`config.mk`:
```
export PLATFORM = sky130hd
export DESIGN_NAME = serial_paralelo1
export DESIGN_NICKNAME = d
export VERILOG_FILES = /design/src/rtl/serial_paralelo1.sv
export SDC_FILE = /design/constraint.sdc
export NUM_CORES = 1
export LEC_CHECK = 0
export CAP_MARGIN = 20
export CORE_MARGIN = 8
export CORE_UTILIZATION = 30
export DETAILED_ROUTE_END_ITERATION = 8
export PLACE_DENSITY = 0.54
export SYNTH_ARGS = -nofsm -noshare
export SYNTH_HDL_FRONTEND = slang
export SYNTH_SLANG_ARGS = --single-unit
```
`constraint.sdc`:
```
create_clock -name clk_32f -period 1.6 [get_ports clk_32f]
set_input_delay 0.32 -clock clk_32f [delete_from_list [all_inputs] [get_ports clk_32f]]
set_output_delay 0.32 -clock clk_32f [all_outputs]
set_load 0.005 [all_outputs]
```
`src/rtl/serial_paralelo1.sv`:
```
// serial_paralelo1: receive-side deserializer for the LSB-first serial stream
// produced by paralelo_serial1. Hunts for the comma byte at any bit offset,
// locks byte alignment, and declares the link active after BC_COUNT
// consecutive aligned commas. Everything runs in the bit-clock domain.
module serial_paralelo1 #(
  parameter logic [7:0]  COMMA    = 8'hBC,
  parameter int unsigned BC_COUNT = 4
) (
  input  logic       clk_32f,
  input  logic       reset,
  input  logic       data_in,
  output logic [7:0] data_out,
  output logic       valid_out,
  output logic       active,
  output logic       byte_strobe
);

  // Required run of aligned commas, sized to the 4-bit comma counter.
  localparam logic [3:0] BC_TARGET = 4'(BC_COUNT);

  typedef enum logic [1:0] {
    HUNT    = 2'd0,
    ALIGNED = 2'd1,
    SYNC    = 2'd2
  } state_t;

  state_t     state;
  state_t     state_nxt;

  logic [7:0] sr;
  logic [7:0] sr_next;
  logic [2:0] bit_cnt;
  logic [2:0] bit_cnt_nxt;
  logic [3:0] comma_cnt;
  logic [3:0] comma_cnt_nxt;
  logic [3:0] comma_cnt_inc;
  logic [7:0] data_nxt;
  logic       valid_nxt;
  logic       strobe_nxt;
  logic       is_comma;
  logic       boundary;

  // Comma counter increment that never runs past the lock threshold.
  function automatic logic [3:0] sat_inc(input logic [3:0] cnt);
    if (cnt >= BC_TARGET) begin
      return cnt;
    end
    return cnt + 4'd1;
  endfunction

  // The newest bit enters at the top, so after eight LSB-first bits the
  // shift register holds the transmitted byte in natural order.
  assign sr_next       = {data_in, sr[7:1]};
  assign is_comma      = (sr_next == COMMA);
  assign boundary      = (bit_cnt == 3'd7);
  assign comma_cnt_inc = sat_inc(comma_cnt);

  // The link is declared active exactly while the FSM sits in SYNC.
  assign active = (state == SYNC);

  // Serial shift register, cleared on reset so stale bits cannot fake a comma.
  always_ff @(posedge clk_32f) begin
    if (reset) begin
      sr <= 8'h00;
    end else begin
      sr <= sr_next;
    end
  end

  // State, counters and output registers; reset discards any partial byte.
  always_ff @(posedge clk_32f) begin
    if (reset) begin
      state       <= HUNT;
      bit_cnt     <= 3'd0;
      comma_cnt   <= 4'd0;
      data_out    <= 8'h00;
      valid_out   <= 1'b0;
      byte_strobe <= 1'b0;
    end else begin
      state       <= state_nxt;
      bit_cnt     <= bit_cnt_nxt;
      comma_cnt   <= comma_cnt_nxt;
      data_out    <= data_nxt;
      valid_out   <= valid_nxt;
      byte_strobe <= strobe_nxt;
    end
  end

  // Next-state and output decisions; outputs hold unless a byte completes.
  always_comb begin
    state_nxt     = state;
    bit_cnt_nxt   = bit_cnt;
    comma_cnt_nxt = comma_cnt;
    data_nxt      = data_out;
    valid_nxt     = valid_out;
    strobe_nxt    = 1'b0;

    case (state)
      HUNT: begin
        // Sliding comparison every bit: alignment may appear at any offset.
        bit_cnt_nxt = 3'd0;
        if (is_comma) begin
          state_nxt     = (BC_TARGET == 4'd1) ? SYNC : ALIGNED;
          comma_cnt_nxt = 4'd1;
          data_nxt      = COMMA;
          strobe_nxt    = 1'b1;
          valid_nxt     = 1'b0;
        end
      end

      ALIGNED: begin
        // Counter restarted at the match, so the next boundary is 8 bits on.
        bit_cnt_nxt = bit_cnt + 3'd1;
        if (boundary) begin
          data_nxt   = sr_next;
          strobe_nxt = 1'b1;
          valid_nxt  = 1'b0;
          if (is_comma) begin
            comma_cnt_nxt = comma_cnt_inc;
            if (comma_cnt_inc == BC_TARGET) begin
              state_nxt = SYNC;
            end
          end else begin
            // A non-comma before lock means the alignment guess was wrong.
            state_nxt     = HUNT;
            comma_cnt_nxt = 4'd0;
          end
        end
      end

      SYNC: begin
        // Locked: only reset leaves SYNC; commas read as idle, not data.
        bit_cnt_nxt = bit_cnt + 3'd1;
        if (boundary) begin
          data_nxt   = sr_next;
          strobe_nxt = 1'b1;
          valid_nxt  = !is_comma;
        end
      end

      default: begin
        state_nxt     = HUNT;
        bit_cnt_nxt   = 3'd0;
        comma_cnt_nxt = 4'd0;
      end
    endcase
  end

endmodule

```
# Word-level counts from Yosys, hierarchy flattened
# Cells that the tools add are included.
# W data, S select, Z words.
# totals
wordCells	54
ff_bits	27
output_inout_bits	11
# classes
mux	22
n_reduce_logical	10
magnitude_cmp	1
bitwise_logic	2
add_sub_neg	2
n_eq_ne	10
# op_table
operator	n
$mux W4	5
$mux W8	2
$pmux W8 S2	1
$pmux W4 S3	1
$eq A8 B8 Y1 const B	1
$mux W2	4
$reduce_and A4 Y1	2
$mux W1	6
$pmux W2 S3	1
$reduce_and A3 Y1	2
$add A4 B1 Y4 const B	1
$eq A4 B3 Y1 const B	1
$ge A4 B3 Y1 const B	1
$ne A2 B1 Y1 const B	2
$ne A2 B2 Y1 const B	2
$reduce_or A2 Y1	2
$add A3 B1 Y3 const B	1
$eq A3 B3 Y1 const B	1
$ne A3 B3 Y1 const B	1
$pmux W1 S3	1
$reduce_bool A3 Y1	1
$eq A2 B1 Y1 const B	1
$eq A2 B2 Y1 const B	1
$logic_not A2 Y1	1
4 further kinds	5

# Depth between registers and ports, before layout
# logic_depth
ltp_word	8
mapped_depth	6
depth_no_buf	6

# Worst setup path before layout
# OpenSTA, ideal clock, no wires.
# synth_timing
path_kind	register to register
startpoint	register bit_cnt[0]
endpoint	register comma_cnt[1]
n_path_buf	0
t_arrival_ns	1.363
stages_incl_launch_ff	7
synth_period_minus_slack_ns	1.489
slack_ns	0.111
t_required_ns	1.474
cell_sequence	dfxtp_1 ha_1 ha_1 inv_1 a21o_1 o41ai_1 a21oi_1
# synth_between
elab_chain_len	3
# synth_rtl
item	line	rtl
start, declared	32	logic [2:0] bit_cnt;
start signal, assigned	81	bit_cnt <= bit_cnt_nxt;
$eq A3 B3 Y1	55	assign boundary = (bit_cnt == 3'd7);
$ne A2 B2 Y1 (no line)	--	
$reduce_and A3 Y1 (no line)	--	
end signal, assigned	82	comma_cnt <= comma_cnt_nxt;
end, declared	34	logic [3:0] comma_cnt;
# No other way between the ends.
# A chain may end at the register's enable or synchronous reset.

# Final worst setup path
# layout_timing
startpoint	input data_in
endpoint	register data_out[7]
# layout_between
elab_chain_len	3
elab_cells_between_ends	5
cone_classes	2 x eq/ne; 2 x mux; 1 x reduce/logical
# layout_rtl
item	line	rtl
start, declared	11	input logic data_in,
$eq A8 B8 Y1	54	assign is_comma = (sr_next == COMMA);
$ne A2 B2 Y1 (no line)	--	
$reduce_and A3 Y1 (no line)	--	
end signal, assigned	83	data_out <= data_nxt;
end, declared	12	output logic [7:0] data_out,
# Several ways; a longest one is shown, not always the timed one. The select of a mux whose other input is x is not followed.

==> results.md <==
* Total global-route track usage at 0.0809
* Clk buf depth at 2
* Max Freq at 0.652 GHz
* Slew HR at 0.809
* Fill cell count at 358
* Detailed placement HPWL at 1840 µm
* Worst skew pair latency at 0.26 ns
* Synthesized flop and latch total at 26
* Worst Tran Pin Value at 0.283 ns
* Gpl congestion at 0.779
* Final setup violation count at 0
* RSZ-0062 raised after global routing: no
* Synthesized area at 1130 µm²
* Top FF cell, synth: dfxtp_1
* Synth top area share at 0.462
* Max Transition Viols Final at 0
* TritonRoute pass-1 iters at 4
* CTS Sinks at 26
* WS Path Type: in -> reg
* DR WL/cell at 13.6 µm
* Pin count of the biggest net entering global routing at 15
* Share of layout cells above drive strength 1 at 0.240
* Max Cap Viol at 0
* DRC viols at 0
* Vias in the first global route at 830
* Hold Vio Cnt, Final at 0
* Vias per inst at 4.86
* Initial DRC Count at 20
* Buf+Inv Stages, Crit Path at 2
* Number of synthesized flops with an enable pin at 0
* Status: complete, no violations
* Synth unique cells at 35
* CTS H-Tree Depth at 1
* Fin util at 0.412
* Tmin final at 1.53 ns
* Post-Synthesis Cells at 104
* Pleak at 0.606 nW
* Post-synth top cells: dfxtp_1 (26), inv_1 (11), ha_1 (7), nor2_1 (6)
* Global-route wire length before repair at 4020 µm
* Clock Skews at 0.00273 ns
* Critical Path Start Type: input pin
* Die height at 77.3 µm
* Critical Path AT at 1.70 ns
* Clock-pin slew on the worst setup and hold paths at 0.08 ns
* Drt total wl at 2410 µm
* Worst path top cell family by delay: buffers and inverters
* Sequential share of the synthesized area at 0.462
* DP Area at 1390 µm²
* Crit-path max FO at 8
* Row cnt at 22
* NumNets Final at 140
* Width of the die at 77.3 µm
* Port bufs at 13
* Yosys top cell by area: dfxtp_1
* CTS Buf Count at 3
* Period utilization at 0.959
* Yosys warns at 0
* Number of diodes at 0
* Starting density of the core at 0.310
* Required time of the critical path at 1.76 ns
* Num ports at 14
* Routed vias at 860
* Die Area at 5980 µm²
* Pwr/cell area at 888 nW/µm²
* Root buffer selected by CTS: clkbuf_8
* Syn Area/Cell at 10.8 µm²
* VDD IR max at 586 µV
* Total congestion overflow at 0
* Count leader, synth: dfxtp_1
* Ys async rst share at 0
* Core area at 3630 µm²
* Area growth syn-to-layout at 32.7%
* Antenna viol nets, final at 0
* CTS tree: yes
* Critical Path, Cell by Cell: clkdlybuf4s50_1 > and4b_2 > a21boi_4 > a211oi_4 > buf_4 > o221a_1
* Worst hold path class: reg -> reg
* Initial antenna violation count at 0
* Synth Net Count at 114
* Worst path slowest cell: clkdlybuf4s50_1
* CP endpoint kind: flop
* Max incr delay on CP at 0.44 ns
* Post-route cell area at 1500 µm²
* Top post-synthesis cells by area: dfxtp_1 (46%), ha_1 (7.8%), o221a_1 (5.0%)
-- stage by stage --
stage | cells | TNS, ns | power, mW | hold WS (ns) | worst slack (ns)
after global placement | 173 | -2.70 | 0.910 | 0.412 | -0.208
after global routing | 177 | 0 | 1.39 | 0.443 | 0.00268
after detailed placement | 173 | -2.97 | 0.913 | 0.421 | -0.244
after CTS | 177 | 0 | 1.33 | 0.434 | 0.00749
final | 177 | 0 | 1.33 | 0.433 | 0.0652
after floorplan | 104 | 0 | 0.821 | 0.392 | 0.111
-- path summary, 6_finish.rpt --
| path | from | end | slack [ns] | depth (start not counted) |
|---|---|---|---|---|
| max reg2reg | state[1] | data_out[7] | 0.10 | 5 |
| min | bit_cnt[0] | bit_cnt[0] | 0.43 | 1 |
| max | data_in | data_out[7] | 0.07 | 6 |
| min reg2reg | bit_cnt[0] | bit_cnt[0] | 0.43 | 1 |
-- flip-flops by register name (all words and copies together), names as in the netlist --
name	count
bit_cnt	3
valid_out	1
comma_cnt	4
sr	7
byte_strobe	1
data_out	8
state	2
-- metal layers --
layer	GRT usage	vias to the layer above	share of wire
met2	0.120	21	0.43
met3	0.0221	4	0.041
li1	-	441	-
met4	0.0340	0	0.017
met1	0.107	394	0.51
met5	0	-	0
-- cell type report --
class                   count  area, µm²  area share
flip-flops and latches     26        523       0.349
well taps                  48       60.1      0.0401
multi-input cells          65        613       0.410
inverters                  11       41.3      0.0276
repair buffers             23        204       0.136
clock buffers               4       55.1      0.0368
-- worst register-to-register path: cells and delay by family (launching register included) --
kind                       cells  cell delay, ns
AOI/OAI and AO/OA              1            0.26
and+or+nand+nor                1            0.17
adders and majority gates      1            0.32
DFF                            1            0.39
buffers and inverters          2            0.25
-- cells by family (layout without fill, tap and decap cells) --
family                     count (synthesis)  count (layout)  share of synthesized area
DFF                                       26              26                      0.462
adders and majority gates                  7               7                     0.0777
and+or+nand+nor                           30              30                      0.179
buffers and inverters                     13              38                     0.0433
AOI/OAI and AO/OA                         27              27                      0.230
muxes                                      1               1                    0.00888
-- power by group --
part	internal [mW]	leakage, nW	switching (mW)	total (mW)
Clock	0.220	0.0288	0.189	0.409
Combinational	0.121	0.366	0.101	0.222
Sequential	0.677	0.211	0.0215	0.699
Total	1.02	0.606	0.312	1.33
-- layout by cell type, fill, tap and decap left out, drive strengths merged, types with 2 or more instances in the layout --
| cell type | count |
|---|---|
| nor2 | 6 |
| dfxtp | 26 |
| nand3 | 2 |
| buf | 10 |
| nand2 | 5 |
| nand4bb | 2 |
| nand4b | 2 |
| o221a | 5 |
| and3 | 2 |
| a21oi | 4 |
| nor2b | 5 |
| a21o | 2 |
| clkdlybuf4s50 | 12 |
| o211ai | 3 |
| o32ai | 3 |
| clkbuf | 4 |
| inv | 11 |
| o41ai | 2 |
| ha | 7 |
-- timing repair --
item | 4_1_cts | 5_1_grt
hold buffers | 0 | 0
pin swaps | 0 | 2
gates cloned | 0 | 0
setup buffers | 0 | 0
endpoints found under the setup margin | 1 | 9
resized for setup | 6 | 7
No activity file was read; power rests on OpenSTA's default activity.
